### src/rtl/div_pkg.sv
// div_pkg
//   Shared constants and types for the 16-by-8 sequential divider.
//   - DIVIDEND_W / DIVISOR_W / CNT_W : datapath and iteration-counter widths
//   - Q_DZ                           : quotient reported for a zero divisor
//   - state_t                        : controller states S_IDLE, S_RUN, S_DONE
package div_pkg;

  localparam int DIVIDEND_W = 16;
  localparam int DIVISOR_W  = 8;
  localparam int CNT_W      = 4;

  localparam logic [DIVIDEND_W-1:0] Q_DZ = 16'hFFFF;

  typedef enum logic [1:0] {
    S_IDLE = 2'd0,
    S_RUN  = 2'd1,
    S_DONE = 2'd2
  } state_t;

endpackage

### src/rtl/sub_9_bit.sv
// sub_9_bit
//   Combinational 9-bit unsigned subtractor used for the restoring trial.
//   Ports:
//     a      in  9  minuend (shifted partial remainder)
//     b      in  9  subtrahend (zero-extended divisor)
//     diff   out 9  a - b, modulo 2^9
//     borrow out 1  1 when a < b (trial failed, keep a)
module sub_9_bit (
  input  logic [8:0] a,
  input  logic [8:0] b,
  output logic [8:0] diff,
  output logic       borrow
);

  logic [9:0] wide;

  // One extra bit on the left catches the borrow out of bit 8.
  assign wide   = {1'b0, a} - {1'b0, b};
  assign diff   = wide[8:0];
  assign borrow = wide[9];

endmodule

### src/rtl/div_16_by_8.sv
// div_16_by_8
//   Sequential restoring divider: 16-bit unsigned dividend / 8-bit unsigned
//   divisor, one quotient bit per clock, 16 iterations per division.
//   Ports:
//     clk         in  1   rising-edge clock
//     rst         in  1   asynchronous, active-high reset
//     start       in  1   request, sampled only while busy=0
//     dividend    in  16  captured on an accepted start
//     divisor     in  8   captured on an accepted start
//     busy        out 1   division in progress
//     done        out 1   one-cycle pulse, results valid from this cycle
//     quotient    out 16  held until the next done
//     remainder   out 8   held until the next done
//     div_by_zero out 1   qualifies the held results
//
//   Handshake: a request is accepted on any rising edge where start=1 and
//   busy=0 (idle or in the done cycle). Once accepted, busy stays high for the
//   16 iteration cycles and start is ignored; operands were captured at
//   acceptance, so later input changes are invisible. done pulses for one
//   cycle when results land; a zero divisor skips the iterations and reports
//   done in the very next cycle. Holding start high through done chains
//   divisions back to back.
module div_16_by_8
  import div_pkg::*;
(
  input  logic                  clk,
  input  logic                  rst,
  input  logic                  start,
  input  logic [DIVIDEND_W-1:0] dividend,
  input  logic [DIVISOR_W-1:0]  divisor,
  output logic                  busy,
  output logic                  done,
  output logic [DIVIDEND_W-1:0] quotient,
  output logic [DIVISOR_W-1:0]  remainder,
  output logic                  div_by_zero
);

  state_t                  state, state_n;
  logic [DIVIDEND_W-1:0]   sr, sr_n;          // dividend shifting out, quotient shifting in
  logic [DIVISOR_W:0]      part, part_n;      // 9-bit partial remainder
  logic [DIVISOR_W-1:0]    dvs, dvs_n;
  logic [CNT_W-1:0]        cnt, cnt_n;
  logic [DIVIDEND_W-1:0]   quotient_n;
  logic [DIVISOR_W-1:0]    remainder_n;
  logic                    dz_n;

  logic [DIVISOR_W:0]      shifted;
  logic [DIVISOR_W:0]      trial;
  logic                    borrow;

  // The partial remainder always ends an iteration below the divisor, so its
  // MSB is zero going into the next shift and is not needed there.
  logic                    unused_part_msb;
  assign unused_part_msb = part[DIVISOR_W];

  // Left shift of {partial, dividend_sr}: the dividend MSB enters the partial.
  assign shifted = {part[DIVISOR_W-1:0], sr[DIVIDEND_W-1]};

  sub_9_bit u_sub (
    .a      (shifted),
    .b      ({1'b0, dvs}),
    .diff   (trial),
    .borrow (borrow)
  );

  // Status outputs decode directly from the state register.
  assign busy = (state == S_RUN);
  assign done = (state == S_DONE);

  always_ff @(posedge clk or posedge rst) begin
    if (rst) begin
      state       <= S_IDLE;
      sr          <= '0;
      part        <= '0;
      dvs         <= '0;
      cnt         <= '0;
      quotient    <= '0;
      remainder   <= '0;
      div_by_zero <= 1'b0;
    end else begin
      state       <= state_n;
      sr          <= sr_n;
      part        <= part_n;
      dvs         <= dvs_n;
      cnt         <= cnt_n;
      quotient    <= quotient_n;
      remainder   <= remainder_n;
      div_by_zero <= dz_n;
    end
  end

  always_comb begin
    state_n     = state;
    sr_n        = sr;
    part_n      = part;
    dvs_n       = dvs;
    cnt_n       = cnt;
    quotient_n  = quotient;
    remainder_n = remainder;
    dz_n        = div_by_zero;

    case (state)
      S_IDLE, S_DONE: begin
        if (start) begin
          if (divisor != '0) begin
            sr_n    = dividend;
            dvs_n   = divisor;
            part_n  = '0;
            cnt_n   = '1;
            state_n = S_RUN;
          end else begin
            quotient_n  = Q_DZ;
            remainder_n = '0;
            dz_n        = 1'b1;
            state_n     = S_DONE;
          end
        end else begin
          state_n = S_IDLE;
        end
      end

      S_RUN: begin
        // Restoring step: keep the trial difference only when it did not borrow.
        part_n = borrow ? shifted : trial;
        sr_n   = {sr[DIVIDEND_W-2:0], ~borrow};
        cnt_n  = cnt - 1'b1;
        if (cnt == '0) begin
          quotient_n  = sr_n;
          remainder_n = part_n[DIVISOR_W-1:0];
          dz_n        = 1'b0;
          state_n     = S_DONE;
        end
      end

      default: state_n = S_IDLE;
    endcase
  end

endmodule

### config.mk
export PLATFORM = sky130hd
export DESIGN_NAME = div_16_by_8
export DESIGN_NICKNAME = d
export VERILOG_FILES = /design/src/rtl/div_pkg.sv /design/src/rtl/sub_9_bit.sv /design/src/rtl/div_16_by_8.sv
export SDC_FILE = /design/constraint.sdc
export NUM_CORES = 1
export LEC_CHECK = 0
export BUFFER_PORTS_ARGS = -buffer_cell sky130_fd_sc_hd__buf_2
export CORE_ASPECT_RATIO = 1.4
export CORE_MARGIN = 10
export CORE_UTILIZATION = 38
export DETAILED_ROUTE_END_ITERATION = 10
export GPL_TIMING_DRIVEN = 1
export PLACE_DENSITY = 0.64
export SLEW_MARGIN = 20
export SYNTH_ARGS = -nofsm -noshare
export SYNTH_HDL_FRONTEND = slang
export SYNTH_SLANG_ARGS = --single-unit
### constraint.sdc
create_clock -name clk -period 3.15 [get_ports clk]
set_input_delay 0.1575 -clock clk [delete_from_list [all_inputs] [get_ports clk]]
set_output_delay 0.1575 -clock clk [all_outputs]
set_load 0.01 [all_outputs]
# After elaboration in Yosys (flattened, before gate mapping)
# Cells that the tools add are included.
[word_totals]
elab_cells = 51
in_bits = 27
ff_bits = 63
[op_classes]
n_addsub = 2
n_mux = 26
n_eq_ne = 6
n_bitwise = 1
n_reduce_logical = 8
[ops]
columns = ["cell", "n"]
rows = [
  ["$mux W16", 5],
  ["$pmux W16 S2", 2],
  ["$mux W8", 6],
  ["$pmux W8 S2", 2],
  ["$sub A9 B8 Y10", 1],
  ["$mux W4", 2],
  ["$pmux W4 S2", 1],
  ["$reduce_bool A8 Y1", 1],
  ["$mux W2", 3],
  ["$ne A2 B2 Y1 const B", 3],
  ["$reduce_and A3 Y1", 2],
  ["$logic_not A4 Y1", 1],
  ["$pmux W2 S2", 1],
  ["$reduce_and A4 Y1", 1],
  ["$sub A4 B1 Y4 const B", 1],
  ["$mux W1", 3],
  ["$eq A2 B1 Y1 const B", 1],
  ["$eq A2 B2 Y1 const B", 1],
  ["$logic_not A2 Y1", 1],
  ["$ne A2 B1 Y1 const B", 1],
  ["$pmux W1 S2", 1],
  ["$reduce_bool A2 Y1", 1],
  ["$reduce_or A2 Y1", 1],
  ["$not A1 Y1", 1],
]

# Longest topological paths before layout
# Gate-level depths: netlist of run 1.
[logic_depth]
ltp_word = 4
ltp_mapped = 10
depth_no_buf = 8

# Hierarchy
# Synthesis of run 1 repeated with hierarchy kept, for this count alone.
[hier_totals]
cells_unflattened = 373
hier_area_um2 = 3569.7
[modules_own_cells]
columns = ["module", "cells_each", "n_inst", "area_per_inst_um2"]
rows = [
  ["div_16_by_8", 323, 1, 3200.6],
  ["sub_9_bit", 50, 1, 369.1],
]

# Worst setup path after synthesis of run 1
# No wires, ideal clock.
[synth_path]
path_kind = "reg2reg"
startpoint = "register part[3]"
endpoint = "register part[0]"
period_less_slack_ps = 1992
arrival_time_ps = 1857
t_required_ps = 3014
setup_slack_ps = 1158
stages_incl_launch_ff = 8
path_cell_list = "dfrtp_1 > ha_1 > a211oi_2 > nor2_1 > a2111o_1 > buf_4 > a21oi_2 > o31ai_1"
[synth_between]
elab_chain_len = 3
[synth_rtl]
columns = ["element", "line_no", "rtl"]
rows = [
  ["from (decl)", "div_16_by_8.sv:40", "logic [DIVISOR_W:0] part, part_n;"],
  ["from (signal assigned)", "div_16_by_8.sv:83", "part <= part_n;"],
  ["$sub A9 B8 Y10", "sub_9_bit.sv:18", "assign wide = {1'b0, a} - {1'b0, b};"],
  ["$mux W8", "div_16_by_8.sv:124", "part_n = borrow ? shifted : trial;"],
  ["$pmux W8 S2", "div_16_by_8.sv:102", "case (state)"],
]
# No other way between the ends.
# A chain may end at the register's enable or synchronous reset.

# Worst setup path after layout of run 1
[layout_path]
startpoint = "register part[4]"
endpoint = "register part[3]"
# The elaborated chain is that of the path after synthesis.

==> results by group, run 1 <==
Worst setup path
  – Cell family with most CP delay: compound AO/OA/AOI/OAI gates
  – Worst Setup SP: part[4]
  – Arr. time, crit path: 2.55 ns
  – Worst R2R Path Depth: 6
  – Worst reg2reg endpoint: part[3]
  – WP buf/inv: 1
  – Cell-by-cell trace of the critical path: ha_1 > inv_1 > nor3_1 > a2111o_1 > and2_4 > o211ai_2
  – Critical path's slowest cell: a2111o_1
  – Startpoint types: flip-flop
  – Worst reg2reg startpoint: part[4]
  – Max incr delay on CP: 0.54 ns
  – Reg2reg setup slack: 0.80 ns
  – Endpoint type of the worst setup path: flip-flop
  – CP Max Fanout: 16
  – Req. time, crit path: 3.36 ns
  – WS Path Type: flip-flop to flip-flop

Floorplanning
  – Die extent in y: 127.8 um
  – Initial cell density of the core: 0.3874
  – Row cnt: 39
  – Die ar.: 12400 sq um
  – Core Region: 8149 sq um
  – Die width: 97.03 um
  – Boundary pin count: 54

Finish
  – Antenna cells: 0
  – Layout cell share with drive strength beyond 1: 0.2401
  – Layout area overhead: 20.69%
  – Register Area: 1577 sq um
  – Fin nets: 412
  – Post-layout util: 0.4675
  – Footprint of the multi-input gates: 1410 sq um
  – # fillers: 767

Drt
  – First-pass DRT Iterations: 4
  – Drt via density: 5.414
  – Drt total wl: 7847 um
  – Initial DRC Count: 78
  – WL per Instance: 16.31 um
  – Vias: 2604
  – Post-route DRC: 0
  – Remaining antenna violation count: 0

Timing
  – Smallest setup slack after layout: 0.8024 ns
  – Worst Max-Slew Pin Slew: 0.8069 ns
  – Tcrit/Tclk final: 0.7453
  – Fin crit period: 2.348 ns
  – Max-slew violations: 0
  – Slew headroom: 0.4608
  – Final hold vios: 0
  – Max Clock Freq: 426.0 MHz
  – Final setup fails: 0
  – Setup TNS: 0 ns
  – Clk_skew: 0.003786 ns
  – Unrepaired setup endpoints after global routing: false

Min path
  – Hold Crit Start: divisor[0]
  – Worst hold path class: input port to flip-flop
  – Hold Path Depth: 3
  – WHS Endpoint: dvs[0]

Synthesis
  – Most instantiated cells after synthesis: dfrtp_1, nand2_1, nor2_1
  – Yosys warns: 0
  – Synthesized cell area: 3157 sq um
  – Post-Syn Nets: 364
  – Post-synthesis register bit count: 63
  – Top_reg_cell synth: dfrtp_1
  – Distinct cells, synth: 45
  – Cell count after synthesis: 327
  – Number of synthesized flops with an enable pin: 0
  – Top post-synthesis cells by area: dfrtp_1, nand2_1, o22a_1
  – Synth top area share: 0.4994
  – Async set-reset flop share out of synthesis: 1.000
  – Post-synthesis sequential area ratio: 0.4994
  – Avg Inst Size Synth: 9.654 sq um
  – Cell taking the most area after synthesis: dfrtp_1
  – Top-count cell post-synth: dfrtp_1

Outcome
  – Outcome: finished, final reports clean

Pwr
  – Leak: 1.752 nW
  – Power Dens Cells: 1282 nW/um^2
  – Worst vdd ir: 0.5100 mV

Placement
  – Final HPWL DP: 5505 um
  – Port Buffer Count: 53
  – Pre-CTS setup slack: 0.8605 ns
  – RePlAce Congestion: 0.8568

Job
  – Total of max-cap violations: 0

Clock tree
  – Post-CTS Setup Repair Bufs: 0
  – Skew-Pair Late Insertion Delay: 0.33 ns
  – TritonCTS buffer count: 9
  – Clock transition at path regs: 0.05 ns
  – CTS tree: yes
  – CTS Buffer Depth: 2
  – Clock sinks: 63
  – CTS H-tree depth: 3
  – Root buffer cell: clkbuf_16

Global route
  – Met2 Use GR: 0.2256
  – Met3 Resource Use GR: 0.04099
  – Initial antenna violation count: 0
  – GR peak layer: met2
  – Number of global-route vias before repair: 2759
  – First-pass GRT wire length: 13220 um
  – Met1 Use GR: 0.1376
  – GR Overflow Total: 0
  – Overall routing resource usage: 0.1298
  – Largest net degree at the start of global routing: 48
[placed cells by master, fill, tap and decap left out, drive strengths merged, types with 8 or more instances in the layout]
cell    synthesis  routed
o31ai           8       8
nand2          58      58
clkbuf         10      12
nand4           8       8
o211ai          8       8
inv            17      17
o21ai          14      14
a21oi          13      13
o22a           15      15
ha              9       9
a31oi          16      16
nor2           25      25
buf            10      56
dfrtp          63      63
nand3           8       8
[how the worst max path moves through the flow]
stage	endpoint	slack (ns)	cells past startpoint
after detailed placement	part[1]	0.86	6
final	part[3]	0.80	6
after floorplan	part[0]	1.16	7
after global placement	remainder[0]	0.93	6
after CTS	part[1]	0.84	6
after global routing	part[6]	0.67	6
[repair_timing]
item                      4_1_cts  5_1_grt
hold buffers                    1        0
gates resized for setup         0        0
hold endpoints to repair       28        0
[report_power, final]
group,switching (mW),leakage (nW),internal (mW)
logic,1.38,0.862,0.938
registers,0.259,0.725,1.22
clock network,0.346,0.165,0.751
[through the flow]
step                instance area, sq um  std cells  hold WS (ns)  power, mW
floorplan                           3157        327        0.2629      3.237
CTS                                 3810        481       0.04997      4.921
global route                        3810        481       0.05971      5.277
detailed placement                  3468        465        0.2681      3.796
finish                              3810        481       0.05132      4.885
global placement                    3468        465        0.2669      3.727
[cells by family after synthesis]
kind of cell             count (synthesis)  synth area share
AO/OA/AOI/OAI                           86            0.2065
multiplexers                             1          0.003567
adder cells (fa/ha/maj)                 10           0.04201
buffers and inverters                   37           0.05390
XOR/XNOR                                 4           0.01110
AND/OR/NAND/NOR                        126            0.1835
flip-flops                              63            0.4994
[final cells by class]
class / instances / share of cell area
clock buffer: 12 / 0.06995
inverter: 17 / 0.01741
clock inverter: 3 / 0.01708
timing repair buffer: 57 / 0.07816
sequential: 63 / 0.4138
tap: 102 / 0.03350
multi-input combinational: 227 / 0.3701
[sequential cells by signal, indices dropped and copies added, names as in the netlist]
signal	flops
dvs	8
sr	16
cnt	4
state	2
quotient	16
part	8
div_by_zero	1
remainder	8
[tightest hold or removal path, delay by kind of cell]
family	cells	cell delay, ns
simple gates	2	0.10
buf+inv	1	0.09
[layer usage]
metal | wire length [um] | vias up
met5 | 0 | -
met4 | 173 | 0
met3 | 401 | 16
met2 | 3953 | 60
met1 | 3319 | 1275
li1 | - | 1253
(Power assumes the default switching activity.)
==> inputs of run 2 (changes only) <==
==> constraint.sdc (replaced) <==
create_clock -name clk -period 2.4 [get_ports clk]
set_input_delay 0.12 -clock clk [delete_from_list [all_inputs] [get_ports clk]]
set_output_delay 0.12 -clock clk [all_outputs]
set_load 0.01 [all_outputs]
==> run 2 against run 1 <==
Power increased by 29%; largest power group unchanged; cell count increased by 1.5%; register-to-register slack got worse by 0.70 ns; utilization decreased by 0.15 points; via count increased by 0.84%; global-route usage decreased by 0.078 points; sequential power increased by 31%.
==> results by group, run 2 (synthesis gave the netlist of run 1 again) <==
Finish
  – # fillers: 779 (+1.6%)
  – Most frequent cells in the layout: dfrtp_1, nand2_1, buf_2
  – Layout area overhead: 20.29%
  – Antenna cells: 0 (unchanged)
  – Biggest regs: quotient x16, sr x16
  – Commonest non-fill, non-tap cell in the layout: dfrtp_1
  – Final instance area: 3797 sq um (-0.33%)
  – Fin nets: 419 (+1.7%)
  – Layout cell share with drive strength beyond 1: 0.2565 (+0.01637)

Clock tree
  – TritonCTS buffer count: 9 (unchanged)
  – CTS tree: yes
  – Clock sinks: 63 (unchanged)
  – CTS H-tree depth: 3 (unchanged)
  – Skew-Pair Late Insertion Delay: 0.33 ns (about the same)
  – Root buffer cell: clkbuf_16
  – CTS Buffer Depth: 2 (unchanged)
  – Clock transition at path regs: 0.05 ns (about the same)

Pwr
  – Worst vdd ir: 0.7301 mV (+43%)
  – Net Switching: 2.667 mW (+35%)
  – Clock group share of total power: 0.186 (-0.039)
  – Register share of total power: 0.308 (+0.006)
  – Pint: 3.631 mW (+25%)
  – Sw frac: 0.4235 (+0.01814)
  – Power Dens Cells: 1659 nW/um^2 (+29%)
  – Combinational share of power: 0.506 (+0.033)
  – Leak: 1.748 nW (-0.21%)
  – Tot Pwr: 6.298 mW (+29%)

Placement
  – RePlAce Congestion: 0.8688 (+1.4%)
  – Port Buffer Count: 53 (unchanged)
  – Final HPWL DP: 5706 um (+3.7%)
  – Cell Area, Placed: 3491 sq um (+0.65%)

Drt
  – Drt via density: 5.381 (-0.60%)
  – WL met1: 3367 um (+1.4%)
  – First-pass DRT Iterations: 4 (unchanged)
  – WL met3: 351 um (-12%)
  – WL per Instance: 16.60 um (+1.7%)
  – Initial DRC Count: 107 (+37%)
  – Remaining antenna violation count: 0 (unchanged)
  – Vias: 2626 (+0.84%)
  – Met2 wire length: 4150 um (+5.0%)
  – Post-route DRC: 0 (unchanged)
  – Drt total wl: 8099 um (+3.2%)
  – Uppermost layer routed: met4

Worst setup path
  – Arr. time, crit path: 2.48 ns (-0.07 ns)
  – Cell family with most CP delay: compound AO/OA/AOI/OAI gates
  – Req. time, crit path: 2.59 ns (-0.77 ns)
  – Endpoint type of the worst setup path: flip-flop
  – WP buf/inv: 1 (unchanged)
  – Cell-by-cell trace of the critical path: ha_1 > a211oi_2 > nor2_1 > a2111o_2 > buf_2 > a21oi_1 > o31ai_1
  – Startpoint types: flip-flop
  – Critical path's slowest cell: a2111o_2
  – Max incr delay on CP: 0.54 ns (about the same)
  – WS Path Type: flip-flop to flip-flop
  – CP Max Fanout: 8 (-8)

Global route
  – Overall routing resource usage: 0.1291 (-0.0007773)
  – First-pass GRT wire length: 13300 um (+0.57%)
  – Largest net degree at the start of global routing: 48 (unchanged)
  – GR Overflow Total: 0 (unchanged)
  – Initial antenna violation count: 0 (unchanged)
  – Number of global-route vias before repair: 2740 (-0.69%)

Floorplanning
  – Initial cell density of the core: 0.3874 (unchanged)
  – Boundary pin count: 54 (unchanged)
  – Core Region: 8149 sq um (unchanged)
  – Die extent in y: 127.8 um (unchanged)
  – Die width: 97.03 um (unchanged)
  – Row cnt: 39 (unchanged)
  – Die ar.: 12400 sq um (unchanged)

Timing
  – Fin crit period: 2.298 ns (-0.04989 ns)
  – Tcrit/Tclk final: 0.9574 (+0.2121)
  – Final setup fails: 0 (unchanged)
  – Max Clock Freq: 435.2 MHz (+2.2%)
  – Slew headroom: 0.5929 (+0.1322)
  – Worst Max-Slew Pin Slew: 0.6097 ns (-0.1972 ns)
  – Max-slew violations: 0 (unchanged)
  – Setup TNS: 0 ns (unchanged)
  – Hold Slack: 0.008715 ns (-0.04261 ns)
  – Final hold vios: 0 (unchanged)
  – Clk_skew: 0.005566 ns (+0.001780 ns)

Outcome
  – Outcome: finished, final reports clean

Min path
  – Worst hold path class: input port to flip-flop

Job
  – Total of max-cap violations: 0 (unchanged)
-- run 2: path summary, 6_finish.rpt --
kind,start,endpoint,slack (ns),depth (start not counted)
min in group asynchronous,rst,quotient[7],0.41,3
worst min register to register,div_by_zero,div_by_zero,0.48,1
worst max-delay path,part[3],part[2],0.10,7
worst max register to register,part[3],part[2],0.10,7
worst min-delay path,divisor[0],dvs[0],0.009,3
max in group asynchronous,rst,dvs[5],1.30,4
-- run 2: layer usage --
metal  GRT usage  up-vias
met3     0.03398       17
met4     0.06789        0
met1      0.1399     1279
met2      0.2256       65
met5           0        -
li1            -     1265
-- run 2: through the flow --
stage | util | setup slack [ns] | cells
2_1_floorplan | - | 0.4078 | 327
3_3_place_gp | 0.4284 | 0.1862 | 468
3_5_place_dp | 0.4284 | 0.07431 | 468
4_1_cts | 0.4622 | 0.05948 | 484
5_1_grt | 0.4660 | -0.004243 | 488
6_report | 0.4660 | 0.1023 | 488
-- run 2: power by group through the flow --
stage	registers [mW]	logic (mW)	clock network (mW)
after CTS	1.94	3.08	1.19
after global placement	1.94	2.97	0
after global routing	2.01	3.57	1.23
after floorplan	1.98	2.27	0
final	1.94	3.19	1.17
after detailed placement	1.95	3.07	0
-- run 2: worst min-delay path, stage by stage --
cell and delay (ns):
buf_2 0.09, nand2_1 0.05, nand2_1 0.05
-- run 2: repair_timing --
action / CTS / global route
hold endpoints to repair: 28 / 0
setup buffers: 0 / 4
endpoints found under the setup margin: 0 / 13
resized for setup: 0 / 3
hold buffers: 1 / 0
-- run 2: area by class of cell --
cell class / count / area [sq um] / share of cell area
Multi-Input combinational cell: 227 / 1414 / 0.3723
Clock buffer: 11 / 242.7 / 0.06392
Timing Repair Buffer: 64 / 347.8 / 0.09160
Tap cell: 102 / 127.6 / 0.03361
Sequential cell: 63 / 1577 / 0.4152
Clock inverter: 4 / 22.52 / 0.005931
Inverter: 17 / 66.31 / 0.01746
